**config.mk**
```make
export PLATFORM = sky130hd
export DESIGN_NAME = riscv_hazard_ctrl
export DESIGN_NICKNAME = d
export VERILOG_FILES = /design/src/rtl/riscv_hazard_ctrl_pkg.sv /design/src/rtl/riscv_hazard_ctrl_mc_seq.sv /design/src/rtl/riscv_hazard_ctrl.sv
export SDC_FILE = /design/constraint.sdc
export NUM_CORES = 1
export LEC_CHECK = 0
export CORE_MARGIN = 2
export CORE_UTILIZATION = 32
export CTS_CLUSTER_SIZE = 25
export DETAILED_ROUTE_END_ITERATION = 7
export PLACE_DENSITY_LB_ADDON = 0.15
export SYNTH_ARGS = -nofsm -noshare
export SYNTH_HDL_FRONTEND = slang
export SYNTH_SLANG_ARGS = --single-unit
```
**constraint.sdc**
```tcl
create_clock -name i_clk -period 1.5 [get_ports i_clk]
set_clock_uncertainty 0.15 [all_clocks]
set_input_delay 0.225 -clock i_clk [delete_from_list [all_inputs] [get_ports i_clk]]
set_output_delay 0.225 -clock i_clk [all_outputs]
set_load 0.01 [all_outputs]
```
**src/rtl/riscv_hazard_ctrl_pkg.sv**
```systemverilog
// ---------------------------------------------------------------------------
// riscv_hazard_ctrl_pkg
//
// Shared encodings for the pipeline hazard controller:
//   - execute-stage forward-select codes (FWD_RF / FWD_WB / FWD_MEM)
//   - result-source code that marks a load in execute (RES_LOAD)
//   - multicycle sequencer state encoding (mc_state_t)
//   - fwd_select(): the per-operand forwarding priority function
// ---------------------------------------------------------------------------
package riscv_hazard_ctrl_pkg;

    // Operand select driven to the execute-stage operand muxes.
    localparam logic [1:0] FWD_RF  = 2'b00;  // register-file value
    localparam logic [1:0] FWD_WB  = 2'b01;  // result_w from writeback
    localparam logic [1:0] FWD_MEM = 2'b10;  // alu_result_m from memory stage

    // result_src value that identifies a load in execute.
    localparam logic [1:0] RES_LOAD = 2'b01;

    // Multicycle sequencer states.
    typedef enum logic {
        MC_IDLE = 1'b0,
        MC_BUSY = 1'b1
    } mc_state_t;

    // Forwarding priority for one execute source register.
    // The memory stage holds the younger result, so it wins over writeback.
    // x0 is hard-wired to zero and must never pick up a forwarded value.
    function automatic logic [1:0] fwd_select(
        input logic [4:0] rs,
        input logic       reg_write_m,
        input logic [4:0] rd_m,
        input logic       reg_write_w,
        input logic [4:0] rd_w
    );
        logic [1:0] sel;
        sel = FWD_RF;
        if (rs != 5'd0) begin
            if (reg_write_m && (rd_m == rs)) begin
                sel = FWD_MEM;
            end else if (reg_write_w && (rd_w == rs)) begin
                sel = FWD_WB;
            end
        end
        return sel;
    endfunction

endpackage

```
**src/rtl/riscv_hazard_ctrl_mc_seq.sv**
```systemverilog
// ---------------------------------------------------------------------------
// riscv_mc_seq
//
// Fixed-latency multicycle sequencer. Holds the execute stage while an
// iterative unit (e.g. M-extension multiply/divide) works on its operands.
//
// Parameters:
//   MC_LAT  cycles from start to result-valid (>= 2)
//   CNT_W   down-counter width (2**CNT_W > MC_LAT)
//
// Ports:
//   clk       in   clock, rising edge
//   rst       in   synchronous active-high reset
//   mc_op     in   instruction in execute is a multicycle op
//   mc_stall  out  hold F, D and E; bubble into M
//   mc_start  out  one-cycle pulse, unit captures forwarded operands
//   mc_busy   out  sequencer is in BUSY (this is the FSM state bit)
//   mc_done   out  one-cycle pulse, result valid this cycle
//
// Timeline for an op first seen at t0:
//   t0            IDLE, start + stall, counter loaded with MC_LAT-1
//   t1..tMC_LAT-1 BUSY, counter nonzero, stall, counter decrements
//   tMC_LAT       BUSY, counter zero, done, no stall; execute advances
// ---------------------------------------------------------------------------
module riscv_mc_seq
    import riscv_hazard_ctrl_pkg::*;
#(
    parameter int MC_LAT = 32,
    parameter int CNT_W  = 6
) (
    input  logic clk,
    input  logic rst,
    input  logic mc_op,
    output logic mc_stall,
    output logic mc_start,
    output logic mc_busy,
    output logic mc_done
);

    localparam logic [CNT_W-1:0] CNT_LOAD = CNT_W'(MC_LAT - 1);
    localparam logic [CNT_W-1:0] CNT_ONE  = CNT_W'(1);

    mc_state_t        state_q;
    mc_state_t        state_d;
    logic [CNT_W-1:0] cnt_q;
    logic [CNT_W-1:0] cnt_d;

    // State and counter registers.
    always_ff @(posedge clk) begin
        if (rst) begin
            state_q <= MC_IDLE;
            cnt_q   <= '0;
        end else begin
            state_q <= state_d;
            cnt_q   <= cnt_d;
        end
    end

    // Next-state and output decode.
    always_comb begin
        state_d  = state_q;
        cnt_d    = cnt_q;
        mc_stall = 1'b0;
        mc_start = 1'b0;
        mc_done  = 1'b0;

        unique case (state_q)
            MC_IDLE: begin
                // Stall already in the start cycle so the op stays in execute.
                if (mc_op) begin
                    mc_start = 1'b1;
                    mc_stall = 1'b1;
                    cnt_d    = CNT_LOAD;
                    state_d  = MC_BUSY;
                end
            end
            MC_BUSY: begin
                // mc_op is ignored here: it still reflects the same held op.
                if (cnt_q != '0) begin
                    mc_stall = 1'b1;
                    cnt_d    = cnt_q - CNT_ONE;
                end else begin
                    // Stall drops so the op leaves execute at this edge.
                    mc_done = 1'b1;
                    state_d = MC_IDLE;
                end
            end
            default: begin
                state_d = MC_IDLE;
            end
        endcase
    end

    // The busy output is the FSM state itself, which keeps the state
    // observable at the top-level ports.
    assign mc_busy = (state_q == MC_BUSY);

endmodule

```
**src/rtl/riscv_hazard_ctrl.sv**
```systemverilog
// ---------------------------------------------------------------------------
// riscv_hazard_ctrl
//
// Hazard and sequencing controller for the five-stage RISC-V pipeline.
// Produces execute-stage forwarding selects, the load-use stall, the branch
// flush, and the execute hold for fixed-latency multicycle operations.
//
// Parameters:
//   MC_LAT  cycles a multicycle op needs from start to result-valid (>= 2)
//   CNT_W   multicycle counter width (2**CNT_W > MC_LAT)
//
// Ports:
//   i_clk, i_rst                     clock / synchronous active-high reset
//   i_rs1_d, i_rs2_d                 decode source registers
//   i_rs1_e, i_rs2_e, i_rd_e         execute source / destination registers
//   i_result_src_e                   execute result select (RES_LOAD = load)
//   i_reg_write_m, i_rd_m            memory-stage write enable / destination
//   i_reg_write_w, i_rd_w            writeback-stage write enable / destination
//   i_pc_src_e                       taken branch / jump resolved in execute
//   i_mc_op_e                        execute holds a multicycle op
//   o_forward_ae, o_forward_be       operand selects (FWD_RF/FWD_WB/FWD_MEM)
//   o_stall_f, o_stall_d, o_stall_e  hold PC, F/D, D/E
//   o_flush_d, o_flush_e, o_flush_m  bubble F/D, D/E, E/M
//   o_mc_start, o_mc_busy, o_mc_done multicycle start pulse / busy / done pulse
//
// Everything except the multicycle sequencer is combinational and valid in
// the same cycle as its inputs.
// ---------------------------------------------------------------------------
module riscv_hazard_ctrl
    import riscv_hazard_ctrl_pkg::*;
#(
    parameter int MC_LAT = 32,
    parameter int CNT_W  = 6
) (
    input  logic       i_clk,
    input  logic       i_rst,
    input  logic [4:0] i_rs1_d,
    input  logic [4:0] i_rs2_d,
    input  logic [4:0] i_rs1_e,
    input  logic [4:0] i_rs2_e,
    input  logic [4:0] i_rd_e,
    input  logic [1:0] i_result_src_e,
    input  logic       i_reg_write_m,
    input  logic [4:0] i_rd_m,
    input  logic       i_reg_write_w,
    input  logic [4:0] i_rd_w,
    input  logic       i_pc_src_e,
    input  logic       i_mc_op_e,
    output logic [1:0] o_forward_ae,
    output logic [1:0] o_forward_be,
    output logic       o_stall_f,
    output logic       o_stall_d,
    output logic       o_stall_e,
    output logic       o_flush_d,
    output logic       o_flush_e,
    output logic       o_flush_m,
    output logic       o_mc_start,
    output logic       o_mc_busy,
    output logic       o_mc_done
);

    logic lw_stall;
    logic mc_stall;

    // ---------------- forwarding ----------------
    assign o_forward_ae = fwd_select(i_rs1_e, i_reg_write_m, i_rd_m,
                                     i_reg_write_w, i_rd_w);
    assign o_forward_be = fwd_select(i_rs2_e, i_reg_write_m, i_rd_m,
                                     i_reg_write_w, i_rd_w);

    // ---------------- load-use hazard ----------------
    // A load in execute has no data until the end of memory, so a dependent
    // instruction in decode must wait one cycle. x0 writes are discarded and
    // never create a dependency.
    assign lw_stall = (i_result_src_e == RES_LOAD) &&
                      (i_rd_e != 5'd0) &&
                      ((i_rd_e == i_rs1_d) || (i_rd_e == i_rs2_d));

    // ---------------- multicycle sequencer ----------------
    riscv_mc_seq #(
        .MC_LAT (MC_LAT),
        .CNT_W  (CNT_W)
    ) u_mc_seq (
        .clk      (i_clk),
        .rst      (i_rst),
        .mc_op    (i_mc_op_e),
        .mc_stall (mc_stall),
        .mc_start (o_mc_start),
        .mc_busy  (o_mc_busy),
        .mc_done  (o_mc_done)
    );

    // ---------------- output combination ----------------
    assign o_stall_f = lw_stall | mc_stall;
    assign o_stall_d = lw_stall | mc_stall;
    assign o_stall_e = mc_stall;
    assign o_flush_d = i_pc_src_e;
    // While execute is held the D/E register must keep its contents, so the
    // flush into execute is suppressed; the bubble goes into memory instead.
    assign o_flush_e = (lw_stall | i_pc_src_e) & ~mc_stall;
    assign o_flush_m = mc_stall;

endmodule

```
==> impl_metrics.env <==
export IMPL_numCtsBuffers=3
export IMPL_p_leak_uw=0.000710
export IMPL_number_of_antenna_violations_at_the_first_check_in_global_routing=0
export IMPL_post_synth_cell_area_avg_um2=8.30
export IMPL_placement_cell_area_um2=1510
export IMPL_path_clk_slew_ns=0.05
export IMPL_htreeDepth=1
export IMPL_timing_worst_slew_pin_value_ns=0.371
export IMPL_tritoncts="yes"
export IMPL_dieHeight_um=54.4
export IMPL_synthesis_nets=143
export IMPL_synth_warning_count=0
export IMPL_cts_hold_buf=0
export IMPL_layout_core_utilization=0.692
export IMPL_setup_worst_path_class="reg -> out"
export IMPL_post_route_cell_area_um2=1680
export IMPL_number_of_optimization_iterations_in_the_first_detailed_route_pass=5
export IMPL_crit_path_max_fanout=2
export IMPL_layout_nets=225
export IMPL_timing_critical_path_to_type="output pin"
export IMPL_dieArea_um2=2960
export IMPL_hold_path_class="reg -> reg"
export IMPL_yosysSeqAreaShare=0.172
export IMPL_worst_endpoint_arrival_ns=1.59
export IMPL_route_detailed_drc=0
export IMPL_die_w_um=54.4
export IMPL_synth_cells=98
export IMPL_via_count_of_the_first_global_routing_pass=1038
export IMPL_rows=18
export IMPL_cp_required_ns=1.12
export IMPL_routed_via_count=1046
export IMPL_power_combinational_fraction=0.589
export IMPL_worst_slew_slack_as_a_fraction_of_its_limit=0.752
export IMPL_largest_net_degree_at_the_start_of_global_routing=9
export IMPL_drtIter0Drc=18
export IMPL_dpl_hpwl_mm=2.17
export IMPL_cellPowerDensity_nw_per_um2=580
export IMPL_syn_area_um2=813
export IMPL_design_core_area_um2=2430
export IMPL_synth_most_common_cell="sky130_fd_sc_hd__xor2_1"
export IMPL_clk_latency_ns=0.25
export IMPL_drive_gt1_frac=0.480
export IMPL_max_cap_violations=0
export IMPL_synth_top_cell_area_share=0.194
export IMPL_synth_area_leaders="sky130_fd_sc_hd__xor2_1, sky130_fd_sc_hd__dfxtp_1, sky130_fd_sc_hd__xnor2_1, sky130_fd_sc_hd__nor2_1, sky130_fd_sc_hd__a311oi_1"
export IMPL_grt_pass1_wl_mm=4.22
export IMPL_finalMaxSlewViolations=0
export IMPL_power_frac_clock=0.176
export IMPL_final_setup_worst_slack_ns=-0.463
export IMPL_layout_filler_cells=207
export IMPL_proportion_of_register_bits_with_asynchronous_set_or_reset_after_synthesis=0
export IMPL_start_util=0.334
export IMPL_drt_wl_total_mm=2.71
export IMPL_synth_seq_cells=7
export IMPL_antenna_diode_count=0
export IMPL_finalCritPeriodShare=1.31
export IMPL_power_switching_fraction=0.344
export IMPL_p_switching_uw=336
export IMPL_hold_viol=0
export IMPL_dominantRegCellSynth="sky130_fd_sc_hd__dfxtp_1"
export IMPL_power_sequential_fraction=0.235
export IMPL_clk_root_buffer_cell="sky130_fd_sc_hd__clkbuf_4"
export IMPL_edff_count_synth=0
export IMPL_grt_setup_unrepaired="true"
export IMPL_drt_wirelength_per_cell_um=13.0
export IMPL_violated_checks="negative setup slack"
export IMPL_yosys_cell_types_count=31
export IMPL_globalplace_congestion=0.855
export IMPL_syn2layout_area_growth_pct=107
export IMPL_setup_viol=17
export IMPL_synth_largest_area_cell="sky130_fd_sc_hd__xor2_1"
export IMPL_yosys_top_cells_count="sky130_fd_sc_hd__xor2_1, sky130_fd_sc_hd__xnor2_1, sky130_fd_sc_hd__nor2_1, sky130_fd_sc_hd__dfxtp_1, sky130_fd_sc_hd__nor3_1"
export IMPL_fmax_mhz=510
export IMPL_detail_route_vias_per_cell=5.00
export IMPL_internal_power_uw=641
export IMPL_clk_sinks=7
export IMPL_period_minus_slack_ns=1.96
export IMPL_portBuffers=55
export IMPL_grt_ovfl_total=0
export IMPL_track_usage=0.192
export IMPL_run_status="finished with violations"
export IMPL_cp_start_kind="flop"
export IMPL_io_pins=56
export IMPL_drt_antenna_violating_nets=0
export IMPL_power_ir_vdd_worst_uv=485
export IMPL_clock_path_buffers=2
==> metal layers <==
metal / track usage / vias to the layer above / wire [um]
li1: - / 512 / -
met1: 0.222 / 483 / 1030
met2: 0.378 / 47 / 1490
met3: 0.0109 / 4 / 159
met4: 0.0417 / 0 / 31
met5: 0 / - / 0
==> critical path, stage by stage (launching register included) <==
cell                        delay [ns]
sky130_fd_sc_hd__dfxtp_2          0.32
sky130_fd_sc_hd__inv_2            0.07
sky130_fd_sc_hd__ha_4             0.12
sky130_fd_sc_hd__and2b_2          0.17
sky130_fd_sc_hd__a21boi_4         0.06
sky130_fd_sc_hd__or3_1            0.33
sky130_fd_sc_hd__o2bb2ai_2        0.14
sky130_fd_sc_hd__buf_2            0.14
==> layout by cell type (no fill, tap or decap), drive strengths merged, types with 5 or more instances in the layout <==
cell type / netlist / final
buf: 4 / 49
clkdlybuf4s50: 0 / 18
xor2: 18 / 18
xnor2: 12 / 12
dlygate4sd2: 0 / 9
nor2: 9 / 9
dfxtp: 7 / 7
nor3: 6 / 6
clkdlybuf4s15: 0 / 5
==> power by group through the flow <==
stage / logic [uW] / registers, uW / clock network [uW]
2_1_floorplan: 217 / 238 / 0
5_1_grt: 626 / 232 / 186
4_1_cts: 547 / 229 / 176
6_report: 575 / 230 / 172
3_3_place_gp: 495 / 231 / 0
3_5_place_dp: 504 / 231 / 0
==> flip-flops by register name, indices dropped and copies added, names as in the netlist <==
signal,cells
u_mc_seq.cnt_q,6
u_mc_seq.mc_busy,1
==> path summary, 6_finish.rpt <==
check        cells after the start         startpoint           endpoint  slack, ns
max reg2reg                      8  u_mc_seq.cnt_q[0]  u_mc_seq.cnt_q[3]      -0.15
min reg2reg                      2  u_mc_seq.cnt_q[0]  u_mc_seq.cnt_q[0]       0.41
max                              7  u_mc_seq.cnt_q[1]          o_flush_e      -0.46
min                              2  u_mc_seq.cnt_q[0]  u_mc_seq.cnt_q[0]       0.41
==> stage by stage <==
stage          total power, uW  setup TNS [ns]  hold slack, ns  cells  worst slack [ns]
6_report                   977           -3.36           0.411    209            -0.463
5_1_grt                   1040           -4.60           0.423    209            -0.530
4_1_cts                    952           -3.40           0.397    207            -0.470
3_5_place_dp               735           -9.58           0.390    196            -0.990
3_3_place_gp               726           -9.42           0.365    196            -0.990
2_1_floorplan              456          -0.686           0.140     98            -0.190
==> layout make-up <==
class	count	area (um2)	share of cell area
clock buffer	4	26.3	0.0156
inverter	4	15.0	0.00892
multi-input combinational	83	752	0.447
sequential	7	144	0.0854
tap	30	37.5	0.0223
timing repair buffer	81	709	0.421
==> cell families after synthesis <==
group,after synthesis,share of synthesized area
compound gates,15,0.158
xor+xnor,30,0.323
fa+ha+maj,2,0.0308
buf+inv,8,0.0523
flops,7,0.172
simple gates,36,0.263
==> repair_timing <==
item | in CTS | in global routing
resized for setup | 149 | 12
endpoints found under the setup margin | 19 | 18
pin swaps | 32 | 15
setup buffers | 7 | 2
(Power assumes the default switching activity.)
==> variant 1 (same settings) <==
`CNT_W` is set to 6 in 2 places; all go to 3.
--- a/src/rtl/riscv_hazard_ctrl_mc_seq.sv
+++ b/src/rtl/riscv_hazard_ctrl_mc_seq.sv
@@ -27,5 +27,5 @@
 #(
     parameter int MC_LAT = 32,
-    parameter int CNT_W  = 6
+    parameter int CNT_W  = 3
 ) (
     input  logic clk,
--- a/src/rtl/riscv_hazard_ctrl.sv
+++ b/src/rtl/riscv_hazard_ctrl.sv
@@ -31,5 +31,5 @@
 #(
     parameter int MC_LAT = 32,
-    parameter int CNT_W  = 6
+    parameter int CNT_W  = 3
 ) (
     input  logic       i_clk,
Check against the original RTL: not equivalent (a bounded check fails within 10 cycles, from zero or initial values and one cycle with i_rst high).
==> variant 1 against the unedited design <==
- the run still ends with setup timing left
- sequential cell count decreased by 3
- wire length increased by 7.9%
- sequential share of layout area decreased by 3.0 points
- final area decreased by 6.9%
- non-clock buffer count increased by 7
- hold slack got worse by 41 ps
- first-iteration DRC count decreased by 61%
- utilization increased by 11 points
- area after synthesis decreased by 20%
- total power decreased by 17%
- worst setup slack improved by 87 ps
- synthesized cell count decreased by 16%
- largest cell class is now non-clock buffers
- highest routed layer unchanged
==> variant 1: results (changes against the unedited design) <==
relSlewSlack_pct: 77.7  # +2.4 points
regToRegEndpoint: "u_mc_seq.cnt_q[2]"
switchingPower_w: 0.000289  # -14%
max_stage_delay_ps: 310  # -20 ps
grt_max_degree: 5  # -4
synth_fa_ha_area_share_pct: 3.83  # +0.75 points
hold_path_depth: 1  # -1
status: "complete, but fails checks"
slowest_stage: "dfxtp_2"
place_congestion: 0.760  # -11%
ir_drop_v: 0.000549  # +13%
setup_viol: 13  # -4
synth.area.top_cells: "xor2_1 28%, dfxtp_1 12%, xnor2_1 12%"
synth_compound_gate_area_share_pct: 13.4  # -2.4 points
route.met2.wl_um: 1630  # +9.7%
via_count: 924  # -12%
violations: "setup timing"
ys_seq_area_share_pct: 12.3  # -5.0 points
crit_start: "u_mc_seq.cnt_q[0]"
crit_family: "compound AO/OA/AOI/OAI gates"
finalSetupTns_ps: -2590  # +773 ps
drive_gt1_share_pct: 54.7  # +6.7 points
dp_slack_ps: -1030  # -41.6 ps
cts-resized-gates: 168  # +13%
largest_reg_flops: 3  # -3
fin_ws_ps: -375  # +87.3 ps
use_met2_pct: 41.4  # +3.7 points
drtPass1Iterations: 4  # -1
layout.nets: 217  # -3.6%
placed_area_um2: 1360  # -9.8%
ys_types: 28  # -9.7%
synth_xor_area_share_pct: 40.2  # +7.9 points
syn_nets: 127  # -11%
placed_cells: 177  # -9.7%
-- variant 1: changes by cell type after synthesis, moves of 2 or more --
cell,delta
dfxtp_1,-3
a211oi_1,-3
o21ai_0,-2
xnor2_1,-3
xor2_1,+3
nor2b_1,-2
nand4_1,-2
-- variant 1: final cells by class --
class	instances	area (um2)	share of cell area, %
sequential	4	86.3	5.51
timing repair buffer	88	737	47.0
clock buffer	3	22.5	1.44
inverter	5	21.3	1.36
tap	27	33.8	2.15
multi-input combinational	70	667	42.5
-- variant 1: power groups by stage --
stage / Combinational (W) / Sequential (W) / Clock [W]
global placement: 0.000423 / 0.000133 / 0
floorplan: 0.000171 / 0.000135 / 0
global route: 0.000567 / 0.000138 / 0.000164
finish: 0.000529 / 0.000136 / 0.000146
CTS: 0.000467 / 0.000135 / 0.000145
detailed placement: 0.000433 / 0.000133 / 0
==> variant 2 (same flow settings) <==
Made on the original files. Make the reset (`rst`) asynchronous in one clocked block. Comments in the files are not updated.
--- a/src/rtl/riscv_hazard_ctrl_mc_seq.sv
+++ b/src/rtl/riscv_hazard_ctrl_mc_seq.sv
@@ -47,5 +47,5 @@
 
     // State and counter registers.
-    always_ff @(posedge clk) begin
+    always_ff @(posedge clk or posedge rst) begin
         if (rst) begin
             state_q <= MC_IDLE;
Behaviour: differs if i_rst is asserted again (counterexample within 4 cycles, from zero or initial values and one cycle with i_rst high); with i_rst held inactive, the same outputs for 10 cycles.
==> variant 2 against the unedited design <==
- the flow still finishes with violations (setup timing)
- wire length up 0.41%
- non-clock buffer count is 4 higher
- sequential cell count unchanged
- area after synthesis increased by 1.8%
- worst setup slack got worse by 380 ps
- final area increased by 2.9%
- critical path type unchanged
Power is not compared: it rests on default switching activity, and its combinational part moved more than twofold at a synthesized area within 25%.
==> variant 2: results (changes against the unedited design) <==
status: "complete, but fails checks"
violations: "setup timing"
place_congestion: 0.728  # -15%
synth_common_cells: "20 x xor2_1, 12 x xnor2_1, 7 x dfrtp_1, 7 x nor2_1, 5 x nand2_1"
rr_startpoint: "u_mc_seq.cnt_q[1]"
r2r.worst_path.cells: 8  # unchanged
grt_pass1_wl_um: 3950  # -6.4%
regToRegEndpoint: "u_mc_seq.cnt_q[4]"
fin_ws_ps: -842  # -379 ps
vias_per_cell: 4.68  # -6.4%
drtPass1Iterations: 4  # -1
finalNonFillerCells: 209  # unchanged
cts_buffers: 3  # unchanged
drtIter0Drc: 4  # -14
dieArea_um2: 3010  # +1.7%
wl_met3_um: 135  # -15%
ys_async_sr_fraction_pct: 100  # +100 points
antenna_cells: 0  # unchanged
num-multi-input-gates: 79  # -4.8%
finalSetupTns_ps: -9540  # -6180 ps
placed_cells: 193  # -1.5%
synthCells: 93  # -5.1%
syn_nets: 138  # -3.5%
buf_share_pct: 42.7  # +0.55 points
grtUsageTotal_pct: 18.4  # -0.74 points
r2r_slack_ps: -690  # -540 ps
syn_to_final_growth_pct: 109
n_all_inverters: 4  # unchanged
tightest_slew_ps: 534  # +163 ps
clkLatencyLatePin_ps: 250  # about the same
grt_pass1_vias: 951  # -8.4%
setup_viol: 17  # unchanged
sh_seq_area_pct: 10.1  # +1.6 points
route.met2.wl_um: 1500  # +0.47%
fillers: 189  # -8.7%
cellLeakagePower_nw: 0.789
max_stage_delay_ps: 480  # +150 ps
multi_input_area_share_pct: 42.5  # -2.1 points
drive_gt1_share_pct: 46.4  # -1.7 points
slowest_stage: "or4b_4"
clkCellAreaFrac_pct: 1.52  # -0.044 points
hold_class: "input port to async pin"
routedWlPerCell_um: 13.0  # +0.41%
powerSeq_w: 0.000189
wl_met1_um: 1090  # +5.1%
criticalPathCategory: "flip-flop to primary output"
ys_ff_latch: 7  # unchanged
ys_types: 32  # +3.2%
synth.area.top_cells: "dfrtp_1 21%, xor2_1 21%, xnor2_1 13%"
holdWs_ps: 54.9  # -356 ps
ir_drop_v: 0.000214
port_buffers: 55  # unchanged
placed_area_um2: 1550  # +2.3%
routed.top_layer: "met4"
post-dp-hpwl_um: 2160  # -0.65%
dp_slack_ps: -1000  # -13.0 ps
arrival_ps: 1970  # +380 ps
grt_max_degree: 8  # -1
buffers_excl_clock: 85  # +4.9%
ys_seq_area_share_pct: 21.1  # +3.9 points
-- variant 2: worst max-delay path, delay by kind of cell, from the launching register on --
kind | cells | cell delay (ps)
and+or+nand+nor | 2 | 550
DFF | 1 | 390
buffers and inverters | 3 | 380
AOI/OAI and AO/OA | 2 | 280
adders and majority gates | 1 | 120
-- variant 2: per-layer routing --
| metal | track usage (%) | vias up |
|---|---|---|
| met5 | 0 | - |
| met4 | 3.75 | 0 |
| met3 | 4.10 | 2 |
| met2 | 33.9 | 25 |
| met1 | 21.4 | 456 |
| li1 | - | 496 |
-- variant 2: what timing repair did --
action,4_1_cts,5_1_grt
resized for setup,153,10
buffers inserted,10,3
setup endpoints to repair,20,18
pin swaps,23,2
-- variant 2: logic make-up (layout without fill, tap and decap cells) --
logic type	after synthesis	in the layout	synth area share, %
DFF	7	7	21.1
and+or+nand+nor	33	33	23.3
adders and majority gates	2	2	3.02
buffers and inverters	7	93	4.53
xor gates and xnor gates	32	32	33.8
muxes	3	3	4.38
AOI/OAI and AO/OA	9	9	9.82
